[config.mk]
export PLATFORM = sky130hd
export DESIGN_NAME = sdio_master
export DESIGN_NICKNAME = d
export VERILOG_FILES = /design/src/rtl/sdio_pkg.sv /design/src/rtl/sdio_sck_gen.sv /design/src/rtl/sdio_master.sv
export SDC_FILE = /design/constraint.sdc
export NUM_CORES = 1
export LEC_CHECK = 0
export ABC_AREA = 0
export BUFFER_PORTS_ARGS = -buffer_cell sky130_fd_sc_hd__buf_4
export CORE_ASPECT_RATIO = 0.5
export CORE_MARGIN = 10
export CORE_UTILIZATION = 57
export DETAILED_ROUTE_END_ITERATION = 16
export HOLD_SLACK_MARGIN = 0.12
export PLACE_DENSITY = 0.79
export SYNTH_ARGS = -nofsm -noshare
export SYNTH_HDL_FRONTEND = slang
export SYNTH_SLANG_ARGS = --single-unit
[constraint.sdc]
create_clock -name clk -period 2.7 [get_ports clk]
set_clock_uncertainty 0.15 [all_clocks]
set_input_delay 0.405 -clock clk [delete_from_list [all_inputs] [get_ports clk]]
set_output_delay 0.405 -clock clk [all_outputs]
set_load 0.005 [all_outputs]
[src/rtl/sdio_pkg.sv]
// Shared definitions for the 3-wire serial register link (master side):
// FSM state encoding, frame header codes and response framing constants.
package sdio_pkg;

    typedef enum logic [2:0] {
        ST_IDLE = 3'd0,
        ST_CMD  = 3'd1,
        ST_TRIG = 3'd2,
        ST_HUNT = 3'd3,
        ST_DATA = 3'd4,
        ST_GAPW = 3'd5
    } sdio_state_e;

    localparam logic [1:0] HDR_RD    = 2'b10;
    localparam logic [1:0] HDR_WR    = 2'b11;
    localparam int         RSP_W     = 32;
    localparam logic       START_BIT = 1'b1;

endpackage

[src/rtl/sdio_sck_gen.sv]
// Serial clock divider: one sck period is 2*CLK_DIV clks, rising at phase 0
// and falling at phase CLK_DIV. Disabled means counter parked at 0, sck low.
module sdio_sck_gen #(
    parameter int CLK_DIV = 8
) (
    input  logic clk,
    input  logic rst,
    input  logic en_i,
    output logic rise_tick_o,
    output logic fall_tick_o,
    output logic sck_o
);

    localparam int            CW   = $clog2(2 * CLK_DIV);
    localparam logic [CW-1:0] LAST = CW'(2 * CLK_DIV - 1);
    localparam logic [CW-1:0] HALF = CW'(CLK_DIV);

    logic [CW-1:0] cnt_q, cnt_d;
    logic          sck_q, sck_d;

    assign rise_tick_o = en_i && (cnt_q == '0);
    assign fall_tick_o = en_i && (cnt_q == HALF);
    assign sck_o       = sck_q;

    always_comb begin
        cnt_d = '0;
        sck_d = 1'b0;
        if (en_i) begin
            cnt_d = (cnt_q == LAST) ? '0 : cnt_q + CW'(1);
            sck_d = sck_q;
            if (rise_tick_o) begin
                sck_d = 1'b1;
            end else if (fall_tick_o) begin
                sck_d = 1'b0;
            end
        end
    end

    always_ff @(posedge clk or negedge rst) begin
        if (!rst) begin
            cnt_q <= '0;
            sck_q <= 1'b0;
        end else begin
            cnt_q <= cnt_d;
            sck_q <= sck_d;
        end
    end

endmodule

[src/rtl/sdio_master.sv]
// Initiator of the 3-wire serial register link: serialises read/write commands
// and collects the start-bit-prefixed response. Optional macro SDIO_MASTER_STATS_EN
// adds saturating transaction/timeout counters.
module sdio_master
    import sdio_pkg::*;
#(
    parameter int AW       = 8,
    parameter int CLK_DIV  = 8,
    parameter int HUNT_MAX = 8,
    parameter int GAP      = 2
) (
    input  logic          clk,
    input  logic          rst,
    // Command handshake: a command transfers on a clk where cmd_valid && cmd_ready;
    // cmd_ready is high only in IDLE, so the fields are latched exactly once.
    input  logic          cmd_valid,
    output logic          cmd_ready,
    input  logic          cmd_write,
    input  logic [AW-1:0] cmd_addr,
    input  logic [31:0]   cmd_wdata,
    output logic          rsp_valid,
    output logic [31:0]   rsp_rdata,
    output logic          rsp_err,
    output logic          busy,
    output logic          sdio_sck,
    output logic          sdio_mosi,
    input  logic          sdio_miso
`ifdef SDIO_MASTER_STATS_EN
    ,
    output logic [15:0]   stat_xfer_cnt,
    output logic [15:0]   stat_err_cnt
`endif
);

    localparam int FW  = AW + 2 + RSP_W;
    localparam int BCW = $clog2(FW + 1);
    localparam int HCW = $clog2(HUNT_MAX + 1);
    localparam int GCW = $clog2(GAP * CLK_DIV + 1);

    sdio_state_e       state_q, state_d;
    logic [FW-1:0]     sh_q, sh_d;
    logic [BCW-1:0]    len_q, len_d;
    logic [BCW-1:0]    bit_q, bit_d;
    logic [HCW-1:0]    hunt_q, hunt_d;
    logic [GCW-1:0]    gap_q, gap_d;
    logic [RSP_W-1:0]  rx_q, rx_d;
    logic              wr_q, wr_d;
    logic              mosi_q, mosi_d;
    logic              miso_q;
    logic              rsp_valid_q, rsp_valid_d;
    logic [RSP_W-1:0]  rsp_rdata_q, rsp_rdata_d;
    logic              rsp_err_q, rsp_err_d;

    logic              sck_en;
    logic              rise_tick;
    logic              fall_tick;

    assign sck_en = (state_q == ST_CMD) || (state_q == ST_TRIG) ||
                    (state_q == ST_HUNT) || (state_q == ST_DATA);

    sdio_sck_gen #(
        .CLK_DIV (CLK_DIV)
    ) u_sck_gen (
        .clk         (clk),
        .rst         (rst),
        .en_i        (sck_en),
        .rise_tick_o (rise_tick),
        .fall_tick_o (fall_tick),
        .sck_o       (sdio_sck)
    );

    assign cmd_ready = (state_q == ST_IDLE);
    assign busy      = (state_q != ST_IDLE);
    assign sdio_mosi = mosi_q;
    assign rsp_valid = rsp_valid_q;
    assign rsp_rdata = rsp_rdata_q;
    assign rsp_err   = rsp_err_q;

    always_comb begin
        state_d     = state_q;
        sh_d        = sh_q;
        len_d       = len_q;
        bit_d       = bit_q;
        hunt_d      = hunt_q;
        gap_d       = gap_q;
        rx_d        = rx_q;
        wr_d        = wr_q;
        mosi_d      = mosi_q;
        rsp_valid_d = 1'b0;
        rsp_rdata_d = rsp_rdata_q;
        rsp_err_d   = rsp_err_q;

        case (state_q)
            ST_IDLE: begin
                if (cmd_valid) begin
                    wr_d    = cmd_write;
                    sh_d    = {(cmd_write ? HDR_WR : HDR_RD), cmd_addr,
                               (cmd_write ? cmd_wdata : 32'h0)};
                    len_d   = cmd_write ? BCW'(FW) : BCW'(AW + 2);
                    bit_d   = '0;
                    hunt_d  = '0;
                    state_d = ST_CMD;
                end
            end

            ST_CMD: begin
                if (rise_tick) begin
                    mosi_d = sh_q[FW-1];
                    sh_d   = {sh_q[FW-2:0], 1'b0};
                end
                if (fall_tick) begin
                    if (bit_q == len_q - BCW'(1)) begin
                        bit_d   = '0;
                        state_d = ST_TRIG;
                    end else begin
                        bit_d = bit_q + BCW'(1);
                    end
                end
            end

            // mosi drops to 0 here and is not touched again until the next command
            ST_TRIG: begin
                if (rise_tick) begin
                    mosi_d = 1'b0;
                end
                if (fall_tick) begin
                    state_d = ST_HUNT;
                end
            end

            ST_HUNT: begin
                if (fall_tick) begin
                    if (miso_q == START_BIT) begin
                        if (wr_q) begin
                            state_d     = ST_GAPW;
                            gap_d       = '0;
                            rsp_valid_d = 1'b1;
                            rsp_rdata_d = '0;
                            rsp_err_d   = 1'b0;
                        end else begin
                            bit_d   = '0;
                            state_d = ST_DATA;
                        end
                    end else if (hunt_q == HCW'(HUNT_MAX - 1)) begin
                        state_d     = ST_GAPW;
                        gap_d       = '0;
                        rsp_valid_d = 1'b1;
                        rsp_rdata_d = '0;
                        rsp_err_d   = 1'b1;
                    end else begin
                        hunt_d = hunt_q + HCW'(1);
                    end
                end
            end

            ST_DATA: begin
                if (fall_tick) begin
                    rx_d = {rx_q[RSP_W-2:0], miso_q};
                    if (bit_q == BCW'(RSP_W - 1)) begin
                        state_d     = ST_GAPW;
                        gap_d       = '0;
                        rsp_valid_d = 1'b1;
                        rsp_rdata_d = {rx_q[RSP_W-2:0], miso_q};
                        rsp_err_d   = 1'b0;
                    end else begin
                        bit_d = bit_q + BCW'(1);
                    end
                end
            end

            ST_GAPW: begin
                if (gap_q == GCW'(GAP * CLK_DIV - 1)) begin
                    state_d = ST_IDLE;
                end else begin
                    gap_d = gap_q + GCW'(1);
                end
            end

            default: begin
                state_d = ST_IDLE;
            end
        endcase
    end

    always_ff @(posedge clk or negedge rst) begin
        if (!rst) begin
            state_q     <= ST_IDLE;
            sh_q        <= '0;
            len_q       <= '0;
            bit_q       <= '0;
            hunt_q      <= '0;
            gap_q       <= '0;
            rx_q        <= '0;
            wr_q        <= 1'b0;
            mosi_q      <= 1'b0;
            miso_q      <= 1'b0;
            rsp_valid_q <= 1'b0;
            rsp_rdata_q <= '0;
            rsp_err_q   <= 1'b0;
        end else begin
            state_q     <= state_d;
            sh_q        <= sh_d;
            len_q       <= len_d;
            bit_q       <= bit_d;
            hunt_q      <= hunt_d;
            gap_q       <= gap_d;
            rx_q        <= rx_d;
            wr_q        <= wr_d;
            mosi_q      <= mosi_d;
            miso_q      <= sdio_miso;
            rsp_valid_q <= rsp_valid_d;
            rsp_rdata_q <= rsp_rdata_d;
            rsp_err_q   <= rsp_err_d;
        end
    end

`ifdef SDIO_MASTER_STATS_EN
    logic [15:0] xfer_cnt_q;
    logic [15:0] err_cnt_q;

    always_ff @(posedge clk or negedge rst) begin
        if (!rst) begin
            xfer_cnt_q <= '0;
            err_cnt_q  <= '0;
        end else if (rsp_valid_q) begin
            if (xfer_cnt_q != 16'hFFFF) begin
                xfer_cnt_q <= xfer_cnt_q + 16'd1;
            end
            if (rsp_err_q && (err_cnt_q != 16'hFFFF)) begin
                err_cnt_q <= err_cnt_q + 16'd1;
            end
        end
    end

    assign stat_xfer_cnt = xfer_cnt_q;
    assign stat_err_cnt  = err_cnt_q;
`endif

endmodule

==> results.md <==
- Port Buffers: 82
- CP Capture Type: register
- Worst-margin pin slew: 0.9585 ns
- Static Leak: 3.705 nW
- Layout cell share with drive strength beyond 1: 27.22%
- Biggest area consumer among synthesized cells: dfrtp_1
- Mapped Cells: between 500 and 600
- Clock buffers created by TritonCTS: 17
- EDFF count, synth: 0
- Post-route ant nets: 0
- FP Rows: 26
- Synth Warn #: 0
- CP top delay family: compound AO/OA/AOI/OAI gates
- Final hold slack: 0.1302 ns
- Status: finished, final reports clean
- Pin count of the biggest net entering global routing: 73
- Register bit total from synthesis: 134
- Clk sinks: 134
- CTS tree: done
- Setup CP Type: register to register
- Non-Filler Instances: 772
- Most frequent cells in the layout: 134 x dfrtp_1, 95 x buf_4, 57 x nand2_1
- Final Max Tran Viols: 0
- R2R depth: 8
- Die Ht: 91.66 um
- Vias per inst: 5.538
- Root buf cell: clkbuf_16
- CP Buf/Inv Count: 0
- Placed instance count: 738
- Commonest non-fill, non-tap cell in the layout: dfrtp_1
- Most used DFF post-synth: dfrtp_1
- Fin crit share: between 90% and 100%
- RSZ-0062 raised after global routing: false
- DP Area: 6721 um2
- CP Depth: 8
- Area grow syn2layout: 24.79%
- Met3 wire len: 675 um
- Synth top area share: 57.28%
- Endpoints failing hold: 0
- Critical Path AT: 2.59 ns
- Seq/Total Area, Yosys: approximately 57%
- Final #Nets: about 670
- Post-Route Setup TNS: 0 ns
- Vias: roughly 4300
- Max frequency: 0.4095 GHz
- Crit start category: register
- Uppermost layer routed: met4
- Top cells by area in the synthesized netlist: dfrtp_1 57%, mux2_2 6.0%, a22o_1 5.5%
- First-pass GRT wire length: 20.76 mm
- Slew headroom: 35.96%
- Fraction of registers with async set/reset: 100.0%
- H-tree Lvls: 4
- Worst Hold Class: input port to register
- Die footprint: 14970 um2
- WL met1: ~5.8 mm
- Initial antenna violation count: 0
- Final setup fails: 0
- Initial Utilization: 57.87%
- CP peak stage delay: about 0.38 ns
- Peak VDD IR: 0.0004632 V
- Finished Cell Area: about 7300 um2
- Power per cell area: 580.7 nW/um2
- Wire per inst: 16.00 um
- Clock-pin slew on the worst setup and hold paths: 0.06 ns
- Final wirelength: 12.35 mm
- CTS Buffer Depth: 2
- CP dominant cell by count: ha_1
- Worst Path Max Fanout: 5
- RD Place Congestion: approximately 0.8
- Post-route DRC: 0
- Die width: 163.3 um
- Cell area after synthesis: about 6000 um2
- Met2 WL: 5.807 mm
- Final min period: 2.442 ns
- Data required time of the worst path: ~2.8 ns
- DR pass1 iterations: 4
- Synth Net Count: 584
- Ports: 83
- Detail Placement HPWL: 7.974 mm
- CP max stage cell: dfrtp_1
- Grt ovf: 0
- Total GRT Usage: 16.94%
- Diodes inserted: 0
- Core area: 10120 um2
- Synth cell types: 45
- Vias in the first global route: 4379
- Max Cap Violations: 0
- Mapped Avg Cell Area: 10.98 um2
- Drt first-iter violations: 282
- CP Cell Sequence: ha_1 > and3_1 > ha_1 > and3b_1 > o21bai_1 > o2111ai_1 > or2_2 > o41ai_1
- FILL cells: 709
- Hold-critical path depth: 3
- Skew-Pair Late Insertion Delay: around 0.41 ns
==> sequential cells by signal, indices dropped and copies added (netlist names) <==
name and count:
sh_q 42, miso_q 1, len_q 2, rx_q 31, rsp_valid 1, state_q 3, gap_q 5, rsp_err 1
sdio_mosi 1, u_sck_gen.cnt_q 4, rsp_rdata 32, hunt_q 4, u_sck_gen.sck_o 1, bit_q 6
==> synth_stat cells (all sizes together), types with 7 or more instances <==
master,n
nand2,57
nand3,10
dfrtp,134
a21oi,38
mux2i,12
mux2,31
a22o,37
nor2,17
clkbuf,28
and3,36
o21ai,53
inv,9
buf,7
==> report_power, final <==
group          internal [mW]  switching (mW)  leakage, nW
Combinational         0.0516          0.0566         1.62
Sequential              2.01        0.000301         1.83
Clock                   1.27           0.858        0.260
==> path summary, 6_finish.rpt <==
check,startpoint,end,slack [ns]
min in group asynchronous,rst,rsp_rdata[12],0.40
hold reg to reg,len_q[3],len_q[3],0.33
setup reg to reg,gap_q[0],state_q[1],0.26
max in group asynchronous,rst,sh_q[1],1.31
hold / removal,cmd_addr[5],sh_q[37],0.13
setup / recovery,gap_q[0],state_q[1],0.26
==> per-stage QoR <==
stage | total power [mW] | worst slack, ns | utilization (%)
after detailed placement | 2.154 | 0.2906 | 66.44
after floorplan | 2.054 | 0.4690 | -
after global routing | 4.383 | 0.06310 | 72.21
after CTS | 4.285 | 0.2266 | 72.21
final | 4.243 | 0.2582 | 72.21
after global placement | 2.153 | 0.3565 | 66.44
==> what timing repair did <==
action / CTS / global route
hold buffers: 3 / 0
hold endpoints to repair: 72 / 0
gates resized for setup: 0 / 0
setup buffers: 0 / 0
==> per-layer routing <==
layer	vias to the layer above	global-route usage [%]
li1	2095	-
met1	2082	21.41
met2	87	26.48
met3	11	6.021
met4	0	6.045
met5	-	0
==> cell families (layout without fill, tap and decap cells) <==
family | Yosys count | count (layout) | share of synthesized area (%)
fa+ha+maj | 6 | 6 | 1.282
xor+xnor | 5 | 5 | 0.7482
simple gates | 151 | 151 | 13.40
compound gates | 150 | 150 | 16.31
mux | 43 | 43 | 8.015
buf+inv | 44 | 143 | 2.971
flops | 134 | 134 | 57.28
==> worst min-delay path: cells and delay by family <==
| family | cells | cell delay [ns] |
|---|---|---|
| buffers and inverters | 1 | 0.07 |
| multiplexers | 1 | 0.05 |
| AO/OA/AOI/OAI | 1 | 0.13 |
==> cell type report <==
| type | instances | area, um2 | share of cell area (%) |
|---|---|---|---|
| inverters | 9 | 33.78 | 0.4624 |
| repair buffers | 103 | 834.6 | 11.42 |
| well taps | 140 | 175.2 | 2.398 |
| clock inverters | 10 | 73.82 | 1.010 |
| multi-input cells | 355 | 2355 | 32.23 |
| flip-flops and latches | 134 | 3353 | 45.90 |
| clock buffers | 21 | 480.5 | 6.576 |
(Power assumes the default switching activity.)
